File: config.mk
export PLATFORM = sky130hd
export DESIGN_NAME = fir_folded_mac_flat
export DESIGN_NICKNAME = d
export VERILOG_FILES = /design/src/rtl/fir_folded_mac_pkg.sv /design/src/rtl/fir_folded_mac_if.sv /design/src/rtl/fir_folded_mac_coef_bank.sv /design/src/rtl/fir_folded_mac.sv /design/src/flat_wrapper.sv
export SDC_FILE = /design/constraint.sdc
export NUM_CORES = 1
export LEC_CHECK = 0
export CAP_MARGIN = 5
export CORE_UTILIZATION = 62
export CTS_BUF_LIST = sky130_fd_sc_hd__clkbuf_4 sky130_fd_sc_hd__clkbuf_8 sky130_fd_sc_hd__clkbuf_16
export CTS_CLUSTER_DIAMETER = 150
export DETAILED_ROUTE_END_ITERATION = 10
export HOLD_SLACK_MARGIN = 0.12
export MAX_ROUTING_LAYER = met4
export PLACE_DENSITY = 0.81
export SLEW_MARGIN = 5
export SYNTH_ARGS = -nofsm -noshare
export SYNTH_HDL_FRONTEND = slang
export SYNTH_SLANG_ARGS = --single-unit
File: constraint.sdc
create_clock -name clk -period 7.7 [get_ports clk]
set_clock_uncertainty 0.2 [all_clocks]
set_input_delay 1.54 -clock clk [delete_from_list [all_inputs] [get_ports clk]]
set_output_delay 1.54 -clock clk [all_outputs]
set_load 0.02 [all_outputs]
File: src/rtl/fir_folded_mac_pkg.sv
// Shared types and helpers for the folded FIR: FSM state encoding, accumulator
// width rule, and the output reduction (wrap or saturate) used by fir_folded_mac.
package fir_pkg;

  typedef enum logic [1:0] {
    IDLE = 2'd0,
    MAC  = 2'd1,
    HOLD = 2'd2
  } state_t;

  function automatic int acc_w(input int data_w, input int coef_w, input int taps);
    return data_w + coef_w + $clog2(taps);
  endfunction

  // Reduce a wide signed value to w bits: clamp when sat is set, else two's-complement wrap.
  function automatic logic signed [63:0] reduce_out(input logic signed [63:0] v,
                                                    input int unsigned w,
                                                    input logic sat);
    logic signed [63:0] hi;
    logic signed [63:0] lo;
    hi = (64'sd1 <<< (w - 1)) - 64'sd1;
    lo = -(64'sd1 <<< (w - 1));
    if (sat) begin
      if (v > hi) return hi;
      if (v < lo) return lo;
      return v;
    end
    return (v <<< (64 - w)) >>> (64 - w);
  endfunction

endpackage

File: src/rtl/fir_folded_mac_if.sv
// Sample-in / sample-out valid-ready streams plus the coefficient write port.
interface fir_folded_mac_if #(
  parameter int DATA_W = 8,
  parameter int COEF_W = 8,
  parameter int TAPS   = 8
);
  logic                      in_valid;
  logic                      in_ready;
  logic signed [DATA_W-1:0]  in_data;
  logic                      coef_we;
  logic [$clog2(TAPS)-1:0]   coef_addr;
  logic signed [COEF_W-1:0]  coef_data;
  logic                      out_valid;
  logic                      out_ready;
  logic signed [DATA_W-1:0]  out_data;

  modport master (
    output in_valid, in_data, coef_we, coef_addr, coef_data, out_ready,
    input  in_ready, out_valid, out_data
  );

  modport slave (
    input  in_valid, in_data, coef_we, coef_addr, coef_data, out_ready,
    output in_ready, out_valid, out_data
  );
endinterface

File: src/rtl/fir_folded_mac_coef_bank.sv
// TAPS x COEF_W coefficient register file: synchronous write only while the
// filter is idle, combinational read at the current MAC index.
module fir_coef_bank #(
  parameter int COEF_W = 8,
  parameter int TAPS   = 8
) (
  input  logic                      clk,
  input  logic                      rst,
  input  logic                      we,
  input  logic                      idle,
  input  logic [$clog2(TAPS)-1:0]   addr,
  input  logic signed [COEF_W-1:0]  wdata,
  input  logic [$clog2(TAPS)-1:0]   raddr,
  output logic signed [COEF_W-1:0]  rdata
);
  logic signed [COEF_W-1:0] mem [TAPS];

  always_ff @(posedge clk) begin
    if (rst) begin
      for (int unsigned i = 0; i < TAPS; i++) mem[i] <= '0;
    end else if (we && idle && (int'(addr) < TAPS)) begin
      mem[addr] <= wdata;
    end
  end

  assign rdata = mem[raddr];

endmodule

File: src/rtl/fir_folded_mac.sv
// Folded FIR: one MAC unit walks TAPS products per sample, then holds the result.
// Build option: define FIR_FOLDED_SAT_EN to saturate the output instead of wrapping.
module fir_folded_mac
  import fir_pkg::*;
#(
  parameter int DATA_W = 8,
  parameter int COEF_W = 8,
  parameter int TAPS   = 8,
  parameter int FRAC   = 7,
  parameter int ACC_W  = acc_w(DATA_W, COEF_W, TAPS)
) (
  input  logic               clk,
  input  logic               rst,
  fir_folded_mac_if.slave    bus,
  output logic               busy
);
  localparam int KW = $clog2(TAPS);
  localparam int PW = DATA_W + COEF_W;
`ifdef FIR_FOLDED_SAT_EN
  localparam logic SAT = 1'b1;
`else
  localparam logic SAT = 1'b0;
`endif

  state_t                   state, state_nx;
  logic [KW-1:0]            k;
  logic signed [DATA_W-1:0] x [TAPS];
  logic signed [ACC_W-1:0]  acc;
  logic signed [ACC_W-1:0]  shifted;
  logic signed [COEF_W-1:0] coef_k;
  logic signed [PW-1:0]     prod;
  logic                     accept;
  logic                     last;

  fir_coef_bank #(
    .COEF_W (COEF_W),
    .TAPS   (TAPS)
  ) u_coef_bank (
    .clk   (clk),
    .rst   (rst),
    .we    (bus.coef_we),
    .idle  (state == IDLE),
    .addr  (bus.coef_addr),
    .wdata (bus.coef_data),
    .raddr (k),
    .rdata (coef_k)
  );

  assign accept = bus.in_valid && (state == IDLE);
  assign last   = (k == KW'(TAPS - 1));

  always_ff @(posedge clk) begin
    if (rst) state <= IDLE;
    else     state <= state_nx;
  end

  always_comb begin
    state_nx = state;
    unique case (state)
      IDLE:    if (bus.in_valid)  state_nx = MAC;
      MAC:     if (last)          state_nx = HOLD;
      HOLD:    if (bus.out_ready) state_nx = IDLE;
      default: state_nx = IDLE;
    endcase
  end

  always_comb begin
    bus.in_ready  = (state == IDLE);
    bus.out_valid = (state == HOLD);
    busy          = (state != IDLE);
  end

  assign prod = PW'(x[k]) * PW'(coef_k);

  always_ff @(posedge clk) begin
    if (rst) begin
      for (int unsigned i = 0; i < TAPS; i++) x[i] <= '0;
      acc <= '0;
      k   <= '0;
    end else if (accept) begin
      x[0] <= bus.in_data;
      for (int unsigned i = 1; i < TAPS; i++) x[i] <= x[i-1];
      acc <= '0;
      k   <= '0;
    end else if (state == MAC) begin
      acc <= acc + ACC_W'(prod);
      k   <= last ? '0 : k + 1'b1;
    end
  end

  // Scale once on the full-precision sum; >>> floors toward -inf.
  assign shifted      = acc >>> FRAC;
  assign bus.out_data = DATA_W'(reduce_out(64'(shifted), DATA_W, SAT));

endmodule

File: src/flat_wrapper.sv
// flat-port wrapper written by rule: the top's interface ports become plain ports
module fir_folded_mac_flat import fir_pkg::*;
#(
  parameter int DATA_W = 8,
  parameter int COEF_W = 8,
  parameter int TAPS   = 8,
  parameter int FRAC   = 7,
  parameter int ACC_W  = acc_w(DATA_W, COEF_W, TAPS)
)
  (clk, rst, busy, bus_in_valid, bus_in_data, bus_coef_we, bus_coef_addr, bus_coef_data, bus_out_ready, bus_in_ready, bus_out_valid, bus_out_data);
  fir_folded_mac_if #(.DATA_W(DATA_W), .COEF_W(COEF_W), .TAPS(TAPS)) bus_i ();
  input  logic clk;
  input  logic rst;
  output logic busy;
  input wire logic [$bits(bus_i.in_valid)-1:0] bus_in_valid;
  input wire logic [$bits(bus_i.in_data)-1:0] bus_in_data;
  input wire logic [$bits(bus_i.coef_we)-1:0] bus_coef_we;
  input wire logic [$bits(bus_i.coef_addr)-1:0] bus_coef_addr;
  input wire logic [$bits(bus_i.coef_data)-1:0] bus_coef_data;
  input wire logic [$bits(bus_i.out_ready)-1:0] bus_out_ready;
  output wire logic [$bits(bus_i.in_ready)-1:0] bus_in_ready;
  output wire logic [$bits(bus_i.out_valid)-1:0] bus_out_valid;
  output wire logic [$bits(bus_i.out_data)-1:0] bus_out_data;
  assign bus_i.in_valid = bus_in_valid;
  assign bus_i.in_data = bus_in_data;
  assign bus_i.coef_we = bus_coef_we;
  assign bus_i.coef_addr = bus_coef_addr;
  assign bus_i.coef_data = bus_coef_data;
  assign bus_i.out_ready = bus_out_ready;
  assign bus_in_ready = bus_i.in_ready;
  assign bus_out_valid = bus_i.out_valid;
  assign bus_out_data = bus_i.out_data;
  fir_folded_mac #(.DATA_W(DATA_W), .COEF_W(COEF_W), .TAPS(TAPS), .FRAC(FRAC), .ACC_W(ACC_W)) u_core (.clk(clk), .rst(rst), .bus(bus_i), .busy(busy));
endmodule
# Word level (Yosys, flattened, before mapping)
# Memory sizes are Yosys's and may differ from the RTL's. A register that Yosys moved wholly into a read port is not among the register bits.
# Index checks and enable logic that the tools add are counted.
# classes
add_sub_neg	2
multipliers	1
eq_ne	6
mux	28
bitwise	8
reduce_logical	7
# op_table
operator	n
$mux W8	9
$add A19 B16 Y19	1
$mux W3	6
$mul A8 B8 Y16	1
$mux W1	9
$or A1 B1 Y1	8
$reduce_or A8 Y1	1
$mux W2	3
$pmux W2 S3	1
$ne A2 B2 Y1 const B	2
$add A3 B1 Y3 const B	1
$eq A3 B3 Y1 const B	1
$reduce_and A3 Y1	1
$eq A2 B1 Y1 const B	1
$eq A2 B2 Y1 const B	1
$logic_and A1 B1 Y1	2
$logic_not A2 Y1	1
$ne A2 B1 Y1 const B	1
$reduce_bool A2 Y1	1
$reduce_or A2 Y1	1
# totals
register_bits	24
ram_bits	128
inputBits	24
output_inout_bits	11
wordCells	57
memories	2
# mem_list
memory	depth	width	read_ports	rd_ports_with_merged_regs	write_ports	line_no	rtl
u_core.u_coef_bank.mem	8	8	1	1	8	fir_folded_mac_coef_bank.sv:16	logic signed [COEF_W-1:0] mem [TAPS];
u_core.x	8	8	8	1	8	fir_folded_mac.sv:27	logic signed [DATA_W-1:0] x [TAPS];

# Logic depth before layout (Yosys ltp)
# logic_depth
ltp_word	7
depth_mapped	23
mapped_depth_nobuf	20

# Hierarchy
# Synthesis repeated with hierarchy kept, for this count alone.
# hier_totals
hier_cells	730
hier_area_um2	9354.0
# by_module_without_submodules
module	n_inst	cells_per_inst	area_each_um2	seq_area_each_um2
fir_folded_mac	1	537	6374.9	2382.3
fir_coef_bank	1	193	2979.1	1921.8

# Least setup slack after synthesis
# Ideal clock, no wire load.
# synth_path
path_kind	register to register
from	register with a tool-made name
to	register u_core.acc[14]
setup_time_ns	0.072
t_arrival_ns	6.053
t_required_ns	7.428
slack_ns	1.376
stages_incl_launch_ff	20
path_buffers	2
period_less_slack_ns	6.324
cell_sequence	dfxtp_1 buf_6 buf_2 mux4_2 mux2_2 and2_1 inv_2 fa_1 inv_1 fa_1 fa_1 fa_1 fa_1 ha_1 o21ai_0 o211ai_1 a41oi_1 or4_4 nand3_2 mux2i_1
# synth_lines
element	line_no	rtl
end signal: assignment	fir_folded_mac.sv:86	acc <= acc + ACC_W'(prod);
end: declaration	fir_folded_mac.sv:28	logic signed [ACC_W-1:0] acc;

==> summary.txt <==
Yosys
  • Asr flop ratio synth: 0%
  • Yosys top cell area share: 41.0%
  • Most used DFF post-synth: edfxtp_1
  • Synth top cells by count: edfxtp_1, inv_1, and2_1, fa_1, and3_1
  • Top-count cell post-synth: edfxtp_1
  • Sequential fraction of the synthesis area: 45.9%
  • Netlist cell types: 46
  • Post-synth EDFFs: 128
  • Synthesized net count: 865
  • Seq cells post-synth: 151
  • Post-Synthesis Cells: 739
  • Ys Warns: 0
  • Cell Area, Synth: 9380 um2
  • Post-synth top area cell: edfxtp_1
  • Synth top area cells: edfxtp_1, fa_1, mux4_2
  • Syn_area_per_cell: 12.7 um2

Worst setup path
  • Crit path required time: 7820 ps
  • Critical path type: flip-flop to flip-flop
  • Max stage delay on crit path: 800 ps
  • CP most frequent cell: fa_1
  • Worst setup EP type: flip-flop
  • Crit path cell chain: mux4_2 -> mux2i_1 -> nand2b_1 -> fa_1 -> inv_1 -> fa_1 -> ha_1 -> inv_1 -> fa_1 -> inv_1 -> ha_1 -> ha_1 -> fa_1 -> a211oi_1 -> o211ai_1 -> a41oi_1 -> nor3_1 -> mux2i_1 -> nand3_2 -> mux2i_1
  • CP max stage cell: dfxtp_2
  • Critical Path Source Type: flip-flop
  • CP arrival: 7000 ps
  • Crit-path max FO: 21

Route
  • WL met2: 9830 um
  • WL/cell: 20.1 um
  • WL met1: 8200 um
  • Final WL: 19,500 um
  • First DRT Iteration DRCs: 475
  • Pre-antenna DRT Iters: 8
  • Vias: 5,769
  • Routed Antenna Nets: 0
  • Vias per std cell: 5.95
  • Wire length on met3: 960 um
  • Highest routed layer: met4
  • # DRC: 6

Power and ir drop
  • Seq pwr share: 36.8%
  • Switch share: 33.7%
  • NetSw: 0.000905 W
  • P_leak: 4.45 nW
  • Peak VDD IR: 0.229 mV
  • Combinational Power Share: 34.1%
  • Clock power frac: 29.2%
  • Internal power: 0.00178 W
  • Cell Pwr Density: 257 nW/um2

Layout
  • FILL cells: 965
  • N_diodes: 0
  • Nets: 900
  • Register area: 4310 um2
  • Area Overhead vs Synth: 11.4%
  • Final Cell Area: 10,500 um2
  • Layout cells sized above 1: 12.7%
  • Multi-input logic area: 4620 um2

GRT
  • Grt total ovfl: 0
  • Pin count of the biggest net entering global routing: 79
  • Vias in the first global route: 6,102
  • Gr usage total: 27.8%
  • First-pass GRT wire length: 32,000 um
  • Antenna violations before repair: 0

Timing
  • Final setup vio count: 0
  • RSZ-0062 raised after global routing: no
  • Final Hold Viols: 0
  • Setup TNS: 0 ps
  • Max-slew violations: 0
  • Crit path time final: 6870 ps
  • Max_slew headroom: 28.5%
  • Final worst path period share: 89.2%
  • Actual slew at the worst max-slew pin: 1070 ps
  • Max Freq: 146 MHz

Clocking
  • Clk buf depth: 2
  • Total CTS buffers: 17
  • Post-CTS setup buffer count: 0
  • Post-CTS Hold Fix Bufs: 0
  • Clock Latency Late Sink: 430 ps
  • Clk root buf: clkbuf_16
  • # H-tree levels: 4
  • CTS tree: yes
  • Clock slew at the register clock pins of the worst setup and hold paths: 70 ps
  • Sink Count: 151
  • # resized after CTS: 0

Worst hold path
  • Hold WC Path Type: flip-flop to flip-flop
  • Hold_sp: u_core.acc[5]

Floorplanning
  • Initial core utilization: 64.1%
  • Core ar.: 14,600 um2
  • I/O pins: 35
  • Row count: 44
  • Die Height: 125 um
  • Die span in x: 125 um
  • Die Area: 15,600 um2

Placement
  • Final Wtd Congestion: 0.855
  • # port buffers: 34
  • Post-DP HPWL: 13,300 um
  • Cell Area, Placed: 9910 um2

Job
  • Max Cap Viol: 0

Run status
  • Failing checks: design-rule violations
  • Status: complete, but fails checks
metal layers:
layer  up-vias  GRT usage, %
met2       207          46.1
li1       2606             -
met1      2915          35.4
met5         -             -
met3        41          3.55
met4         0          10.5
final timing paths:
kind | end | slack (ps) | cells past startpoint
max reg2reg | u_core.acc[14] | 830 | 20
max | u_core.acc[14] | 830 | 20
min reg2reg | u_core.acc[5] | 260 | 2
min | u_core.acc[5] | 260 | 2
cells in the final DEF, fill, tap and decap left out, types with 21 or more instances in the layout:
cell,instances
a21oi_1,21
and2_1,66
and3_1,50
clkdlybuf4s50_1,34
dfxtp_1,22
edfxtp_1,128
fa_1,66
ha_1,36
inv_1,72
mux4_2,30
nand2_1,32
nand2b_1,21
nor2_1,46
nor2b_1,26
critical path: cells and delay by family, from the launching register on:
family	cells	cell delay, ps
AO/OA/AOI/OAI	3	1030
adder cells (fa/ha/maj)	7	2610
buffers and inverters	3	180
flip-flops	1	800
multiplexers	4	1490
AND/OR/NAND/NOR	3	440
registers in the layout, indices dropped and copies added (netlist names), named ones only:
name / flops
u_core.acc: 15
u_core.state: 2
u_core.u_coef_bank.mem: 64
u_core.k: 3
u_core.x: 64
power groups by stage:
stage	logic, W	clock network (W)	registers, W
6_report	0.000916	0.000784	0.000989
5_1_grt	0.00104	0.000822	0.000996
4_1_cts	0.000918	0.000790	0.000989
3_5_place_dp	0.000903	0	0.00100
3_3_place_gp	0.000866	0	0.00100
2_1_floorplan	0.000717	0	0.000986
final cells by class:
cell class / count / area share, %
Inverter: 75 / 2.69
Timing Repair Buffer: 51 / 4.48
Sequential cell: 151 / 41.2
Clock inverter: 13 / 1.07
Clock buffer: 18 / 4.14
Tap cell: 184 / 2.20
Multi-Input combinational cell: 478 / 44.2
cell families (layout without fill, tap and decap cells):
group                    count (synthesis)  count (layout)  share of synthesized area [%]
multiplexers                            52              52                           10.5
AO/OA/AOI/OAI                           35              35                           2.16
flip-flops                             151             151                           45.9
AND/OR/NAND/NOR                        273             273                           16.1
adder cells (fa/ha/maj)                102             102                           18.9
buffers and inverters                  110             157                           4.89
XOR/XNOR                                16              16                           1.64
stage by stage:
stage	instances	hold WS (ps)	util, %	setup WS [ps]	total power, W
2_1_floorplan	739	236	-	1380	0.00170
3_3_place_gp	939	245	67.7	1030	0.00187
3_5_place_dp	939	250	67.7	847	0.00191
4_1_cts	970	263	71.4	859	0.00270
5_1_grt	970	281	71.4	445	0.00286
6_report	970	262	71.4	828	0.00269
No activity file was read; power rests on OpenSTA's default activity.
